`src/rtl/serial_bus_master.sv`:
```
// Debug loader: parses W/R command frames from the receive byte stream, masters the CPU
// memory bus via bus_req/bus_gnt, and returns reply bytes on the transmit byte stream.
module serial_bus_master #(
  parameter int ASIZE  = 16,
  parameter int DSIZE  = 16,
  parameter int RD_LAT = 1
) (
  input  logic             clk,
  input  logic             reset_b,
  input  logic [7:0]       rx_data,
  input  logic             rx_valid,
  output logic             rx_ready,
  output logic [7:0]       tx_data,
  output logic             tx_valid,
  input  logic             tx_ready,
  output logic             bus_req,
  input  logic             bus_gnt,
  output logic [ASIZE-1:0] address,
  output logic [DSIZE-1:0] dout,
  input  logic [DSIZE-1:0] din,
  output logic             rnw,
  output logic             vda
);
  localparam int ABYTES = (ASIZE + 7) / 8;
  localparam int DBYTES = DSIZE / 8;
  localparam logic [7:0] ALAST    = 8'(ABYTES - 1);
  localparam logic [7:0] DLAST    = 8'(DBYTES - 1);
  localparam logic [1:0] LAT_LOAD = 2'(RD_LAT - 1);
  localparam logic [7:0] CMD_W    = 8'h57;
  localparam logic [7:0] CMD_R    = 8'h52;
  localparam logic [7:0] RPL_ACK  = 8'h2B;
  localparam logic [7:0] RPL_ERR  = 8'h3F;

  typedef enum logic [3:0] {
    S_IDLE, S_ADDR, S_COUNT, S_GRANT, S_WDATA, S_WACC,
    S_RACC, S_RWAIT, S_RSEND, S_REPLY, S_ERR
  } state_t;

  state_t           state_reg;
  logic             is_read_reg;
  logic             have_word_reg;
  logic [ASIZE-1:0] addr_reg;
  logic [DSIZE-1:0] wdata_reg;
  logic [DSIZE-1:0] rshift_reg;
  logic [8:0]       words_reg;
  logic [7:0]       byte_cnt_reg;
  logic [1:0]       lat_cnt_reg;
  logic             rx_ready_reg;
  logic [7:0]       tx_data_reg;
  logic             tx_valid_reg;
  logic             bus_req_reg;
  logic [ASIZE-1:0] address_reg;
  logic [DSIZE-1:0] dout_reg;
  logic             rnw_reg;
  logic             vda_reg;

  logic             take;
  logic [DSIZE-1:0] wdata_next;

  assign take       = rx_valid & rx_ready_reg;
  assign wdata_next = DSIZE'({wdata_reg, rx_data});

  assign rx_ready = rx_ready_reg;
  assign tx_data  = tx_data_reg;
  assign tx_valid = tx_valid_reg;
  assign bus_req  = bus_req_reg;
  assign address  = address_reg;
  assign dout     = dout_reg;
  assign rnw      = rnw_reg;
  assign vda      = vda_reg;

  // addr_reg is the running word pointer; address_reg only changes when an access starts,
  // so the bus address holds steady between strobes.
  always_ff @(posedge clk or negedge reset_b) begin
    if (!reset_b) begin
      state_reg     <= S_IDLE;
      is_read_reg   <= 1'b0;
      have_word_reg <= 1'b0;
      addr_reg      <= '0;
      wdata_reg     <= '0;
      rshift_reg    <= '0;
      words_reg     <= '0;
      byte_cnt_reg  <= '0;
      lat_cnt_reg   <= '0;
      rx_ready_reg  <= 1'b0;
      tx_data_reg   <= '0;
      tx_valid_reg  <= 1'b0;
      bus_req_reg   <= 1'b0;
      address_reg   <= '0;
      dout_reg      <= '0;
      rnw_reg       <= 1'b1;
      vda_reg       <= 1'b0;
    end else begin
      case (state_reg)
        S_IDLE: begin
          rx_ready_reg <= 1'b1;
          if (take) begin
            byte_cnt_reg <= '0;
            if (rx_data == CMD_W || rx_data == CMD_R) begin
              is_read_reg <= (rx_data == CMD_R);
              state_reg   <= S_ADDR;
            end else begin
              rx_ready_reg <= 1'b0;
              tx_data_reg  <= RPL_ERR;
              tx_valid_reg <= 1'b1;
              state_reg    <= S_ERR;
            end
          end
        end
        S_ADDR: if (take) begin
          addr_reg <= ASIZE'({addr_reg, rx_data});
          if (byte_cnt_reg == ALAST) state_reg <= S_COUNT;
          else byte_cnt_reg <= byte_cnt_reg + 8'd1;
        end
        S_COUNT: if (take) begin
          words_reg     <= (rx_data == 8'd0) ? 9'd256 : {1'b0, rx_data};
          have_word_reg <= 1'b0;
          bus_req_reg   <= 1'b1;
          rx_ready_reg  <= 1'b0;
          state_reg     <= S_GRANT;
        end
        // Every access is launched only from a cycle where the grant was seen.
        S_GRANT: if (bus_gnt) begin
          if (is_read_reg) begin
            address_reg <= addr_reg;
            rnw_reg     <= 1'b1;
            vda_reg     <= 1'b1;
            state_reg   <= S_RACC;
          end else if (have_word_reg) begin
            address_reg <= addr_reg;
            dout_reg    <= wdata_reg;
            rnw_reg     <= 1'b0;
            vda_reg     <= 1'b1;
            state_reg   <= S_WACC;
          end else begin
            rx_ready_reg <= 1'b1;
            byte_cnt_reg <= '0;
            state_reg    <= S_WDATA;
          end
        end
        S_WDATA: if (take) begin
          wdata_reg <= wdata_next;
          if (byte_cnt_reg == DLAST) begin
            rx_ready_reg <= 1'b0;
            if (bus_gnt) begin
              address_reg <= addr_reg;
              dout_reg    <= wdata_next;
              rnw_reg     <= 1'b0;
              vda_reg     <= 1'b1;
              state_reg   <= S_WACC;
            end else begin
              have_word_reg <= 1'b1;
              state_reg     <= S_GRANT;
            end
          end else begin
            byte_cnt_reg <= byte_cnt_reg + 8'd1;
          end
        end
        S_WACC: begin
          vda_reg       <= 1'b0;
          rnw_reg       <= 1'b1;
          have_word_reg <= 1'b0;
          addr_reg      <= addr_reg + ASIZE'(1);
          words_reg     <= words_reg - 9'd1;
          if (words_reg == 9'd1) begin
            bus_req_reg  <= 1'b0;
            tx_data_reg  <= RPL_ACK;
            tx_valid_reg <= 1'b1;
            state_reg    <= S_REPLY;
          end else begin
            rx_ready_reg <= 1'b1;
            byte_cnt_reg <= '0;
            state_reg    <= S_WDATA;
          end
        end
        S_RACC: begin
          vda_reg     <= 1'b0;
          lat_cnt_reg <= LAT_LOAD;
          state_reg   <= S_RWAIT;
        end
        S_RWAIT: begin
          if (lat_cnt_reg == 2'd0) begin
            tx_data_reg  <= din[DSIZE-1 -: 8];
            rshift_reg   <= din << 8;
            tx_valid_reg <= 1'b1;
            byte_cnt_reg <= '0;
            addr_reg     <= addr_reg + ASIZE'(1);
            words_reg    <= words_reg - 9'd1;
            if (words_reg == 9'd1) bus_req_reg <= 1'b0;
            state_reg    <= S_RSEND;
          end else begin
            lat_cnt_reg <= lat_cnt_reg - 2'd1;
          end
        end
        S_RSEND: if (tx_ready) begin
          if (byte_cnt_reg == DLAST) begin
            tx_valid_reg <= 1'b0;
            if (words_reg == 9'd0) begin
              rx_ready_reg <= 1'b1;
              state_reg    <= S_IDLE;
            end else if (bus_gnt) begin
              address_reg <= addr_reg;
              vda_reg     <= 1'b1;
              state_reg   <= S_RACC;
            end else begin
              state_reg <= S_GRANT;
            end
          end else begin
            tx_data_reg  <= rshift_reg[DSIZE-1 -: 8];
            rshift_reg   <= rshift_reg << 8;
            byte_cnt_reg <= byte_cnt_reg + 8'd1;
          end
        end
        S_REPLY, S_ERR: if (tx_ready) begin
          tx_valid_reg <= 1'b0;
          rx_ready_reg <= 1'b1;
          state_reg    <= S_IDLE;
        end
        default: state_reg <= S_IDLE;
      endcase
    end
  end
endmodule

```
`config.mk`:
```
export PLATFORM = sky130hd
export DESIGN_NAME = serial_bus_master
export DESIGN_NICKNAME = d
export VERILOG_FILES = /design/src/rtl/serial_bus_master.sv
export SDC_FILE = /design/constraint.sdc
export NUM_CORES = 1
export LEC_CHECK = 0
export CORE_AREA = 3 3 105 107
export CTS_BUF_LIST = sky130_fd_sc_hd__clkbuf_8
export DETAILED_ROUTE_END_ITERATION = 16
export DIE_AREA = 0 0 108 110
export GPL_TIMING_DRIVEN = 0
export PLACE_DENSITY = 0.84
export SLEW_MARGIN = 20
export SYNTH_ARGS = -nofsm -noshare
export SYNTH_HDL_FRONTEND = slang
export SYNTH_SLANG_ARGS = --single-unit
```
`constraint.sdc`:
```
create_clock -name clk -period 3.4 [get_ports clk]
set_input_delay 0.51 -clock clk [delete_from_list [all_inputs] [get_ports clk]]
set_output_delay 0.51 -clock clk [all_outputs]
set_load 0.03 [all_outputs]
```
==> results.cfg <==
[detailed_routing]
post_drt_wl_per_cell_um = 18.18
vias = 5527
wl_mm = 15.76
drcViolationCount = 0
final_antenna_net_count = 0
drt_iter0_markers = 520
first_pass_iters = 7
avgViaCountPerCell = 6.375

[floorplan]
start_util_pct = 59.13
io-pin-count = 74
die_w_um = 108
design.core.area_mm2 = 0.01023
dieArea_mm2 = 0.01188
fp-row-count = 37
chipHeight_um = 110

[place]
dpl_cell_area_mm2 = 0.006985
finalWeightedCongestion = 0.9674
hpwlAfterDp_mm = 11.56
io_buffers = 73

[timing]
hold_violations = 0
fmax_mhz = 319.9
finClkSkew_ns = 0.01501
relSlewSlack_pct = 41.58
min_period_over_period_pct = 91.95
finalSetupViolCount = 0
rsz0062_at_grt = no
tightest_slew_ns = 0.8763
min_period_ns = 3.126
drv_slew = 0
whs_ns = 0.4943

[setup_path]
crit_required_ns = 3.63
r2r_setup_slack_ns = 0.27
timing.rr.start = state_reg[1]$_DFFE_PN0P_
slowest_stage = nor4b_1
worstSetupPathType = reg -> reg
slowest_delay_ns = 0.60
critPathTopFamily = buffers and inverters
cp_common_cell = clkbuf_1
crit_end = dout[5]$_DFFE_PN0P_
startpoint = state_reg[1]$_DFFE_PN0P_
crit_cells = 7
worstSetupStartpointType = flop
critPathCaptureType = flop
cp_num_buf_inv = 3
r2r-end = dout[5]$_DFFE_PN0P_
path_cells = buf_6 > nor4b_1 > clkbuf_1 > nand4_1 > a21boi_1 > clkbuf_1 > a31oi_1
crit_arrival_ns = 3.35
rr_worst_depth = 7
cp_max_fo = 10

[synthesis]
syn_nets = 676
yosys-top-cells-area = dfrtp_1 45%, nand2_1 5.8%, mux2_2 5.6%
yosysTopAreaCellShare_pct = 45.09
yosys.cell_types.count = 67
yosys_warnings = 0
yosysTopAreaCell = dfrtp_1
syn_inst = 640
async_flop_share_pct = 100.0
synth_area_mm2 = 0.006050
synth-main-ff-cell = dfrtp_1
yosys_register_bits = 110
synth_edf_count = 0
seq_area_frac_synth_pct = 45.52
avgSynthCellArea_um2 = 9.452

[finish]
fin_area_mm2 = 0.007194
final_common_cell = dfrtp_1
syn_to_final_growth_pct = 18.92
drive_above_1_share_pct = 10.53
layout.nets = 762
diodes = 0
final_cell_mix = 109 x dfrtp_1, 94 x nand2_1, 72 x clkdlybuf4s50_1, 54 x o21ai_0, 43 x nor2_1
nFillCells = 828

[clocking]
clock-root-buffer = clkbuf_8
clk_latency_ns = 0.38
cts_buffers = 9
cts-htree-levels = 3
cts_tree = built
clk_path_buf_depth = 2
clkTransAtPathRegs_ns = 0.10
postCtsResizedCells = 0
cts.sinks = 110

[global_route]
gr-total-overflow = 0
grt_antenna_before_repair = 0
grt_first_pass_wirelength_mm = 26.12
track_usage_pct = 27.42
grt_pass1_vias = 5367
grt_max_degree = 81

[pwr]
vdd_drop_max_mv = 0.2309
power.leakage_nw = 3.022
p_total_w = 0.002232
power-per-cell-area_mw_per_mm2 = 310.3

[worst_hold_path]
hold_class = reg -> reg
hold_depth = 2

[run_status]
status = complete, no violations

[job]
maxCapViolCount = 0
-- cell families (layout without fill, tap and decap cells) --
kind of cell    count (synthesis)  count (layout)  synth area share (%)
compound gates                185             185                 20.27
mux                            49              49                 9.679
flops                         110             110                 45.52
fa+ha+maj                       7               7                 1.448
buf+inv                        56             147                 4.137
simple gates                  230             230                 18.51
xor+xnor                        3               3                0.4344
-- worst reg2reg max path, stage by stage (launching register included) --
cell,delay (ns)
dfrtp_1,0.39
buf_6,0.14
nor4b_1,0.60
clkbuf_1,0.52
nand4_1,0.18
a21boi_1,0.53
clkbuf_1,0.46
a31oi_1,0.17
-- cells in the mapped netlist (all sizes together), types with 3 or more instances --
library cell  number
a21boi             3
a21o               3
a21oi             24
a22o              11
a22oi              4
a2bb2oi            7
a311oi             5
a31oi             23
and3              10
buf               15
clkbuf            24
dfrtp            109
ha                 7
inv               15
mux2              46
mux2i              3
nand2             94
nand2b             9
nand3             20
nand4              5
nand4b             3
nor2              43
nor2b              3
nor3              13
nor3b              3
nor4               5
nor4b              5
nor4bb             3
o211ai             3
o21ai             55
o22ai              8
o2bb2ai            3
o31ai             18
or3                6
-- where the power goes --
group	switching (W)	internal, W	leakage (nW)	total (W)
Sequential	0.00000649	0.00131	1.38	0.00132
Clock	0.000445	0.000359	0.102	0.000804
Combinational	0.0000605	0.0000490	1.54	0.000109
Total	0.000512	0.00172	3.02	0.00223
-- through the flow --
step | TNS [ns] | utilization, % | setup slack (ns) | instances
6_report | 0 | 70.32 | 0.2736 | 867
5_1_grt | 0 | 70.32 | 0.1134 | 867
4_1_cts | 0 | 70.32 | 0.3596 | 867
3_5_place_dp | 0 | 68.28 | 0.3546 | 850
3_3_place_gp | -242.62 | 67.93 | -2.228 | 849
2_1_floorplan | 0 | - | 1.099 | 640
-- layout make-up --
| cell class | instances | area (µm²) | share of cell area (%) |
|---|---|---|---|
| clock inverters | 6 | 61.31 | 0.8522 |
| plain buffers | 39 | 186.4 | 2.591 |
| flip-flops and latches | 110 | 2754 | 38.28 |
| multi-input cells | 474 | 3052 | 42.42 |
| well taps | 136 | 170.2 | 2.365 |
| repair buffers | 75 | 769.5 | 10.70 |
| clock buffers | 10 | 137.6 | 1.913 |
| inverters | 17 | 63.81 | 0.8870 |
-- worst min path at each step --
| stage | startpoint | to | slack, ns |
|---|---|---|---|
| final | rshift_reg[13]$_DFFE_PN0P_ | rshift_reg[13]$_DFFE_PN0P_ | 0.49 |
| after global routing | rshift_reg[10]$_DFFE_PN0P_ | rshift_reg[10]$_DFFE_PN0P_ | 0.52 |
| after CTS | rshift_reg[14]$_DFFE_PN0P_ | rshift_reg[14]$_DFFE_PN0P_ | 0.50 |
| after detailed placement | reset_b | address[11]$_DFFE_PN0P_ | 0.41 |
| after global placement | rshift_reg[14]$_DFFE_PN0P_ | rshift_reg[14]$_DFFE_PN0P_ | 0.47 |
| after floorplan | reset_b | addr_reg[0]$_DFFE_PN0P_ | 0.21 |
-- timing repair --
action                    CTS  global route
hold endpoints to repair   23             0
setup buffers               0             0
hold buffers                1             0
-- layer usage --
| metal | GRT usage [%] | share of wire [%] |
|---|---|---|
| met3 | 4.193 | 6.7 |
| met4 | 8.837 | 2.5 |
| met5 | 0 | 0 |
| met1 | 36.07 | 42 |
| met2 | 46.89 | 49 |
No activity file was read; power rests on OpenSTA's default activity.
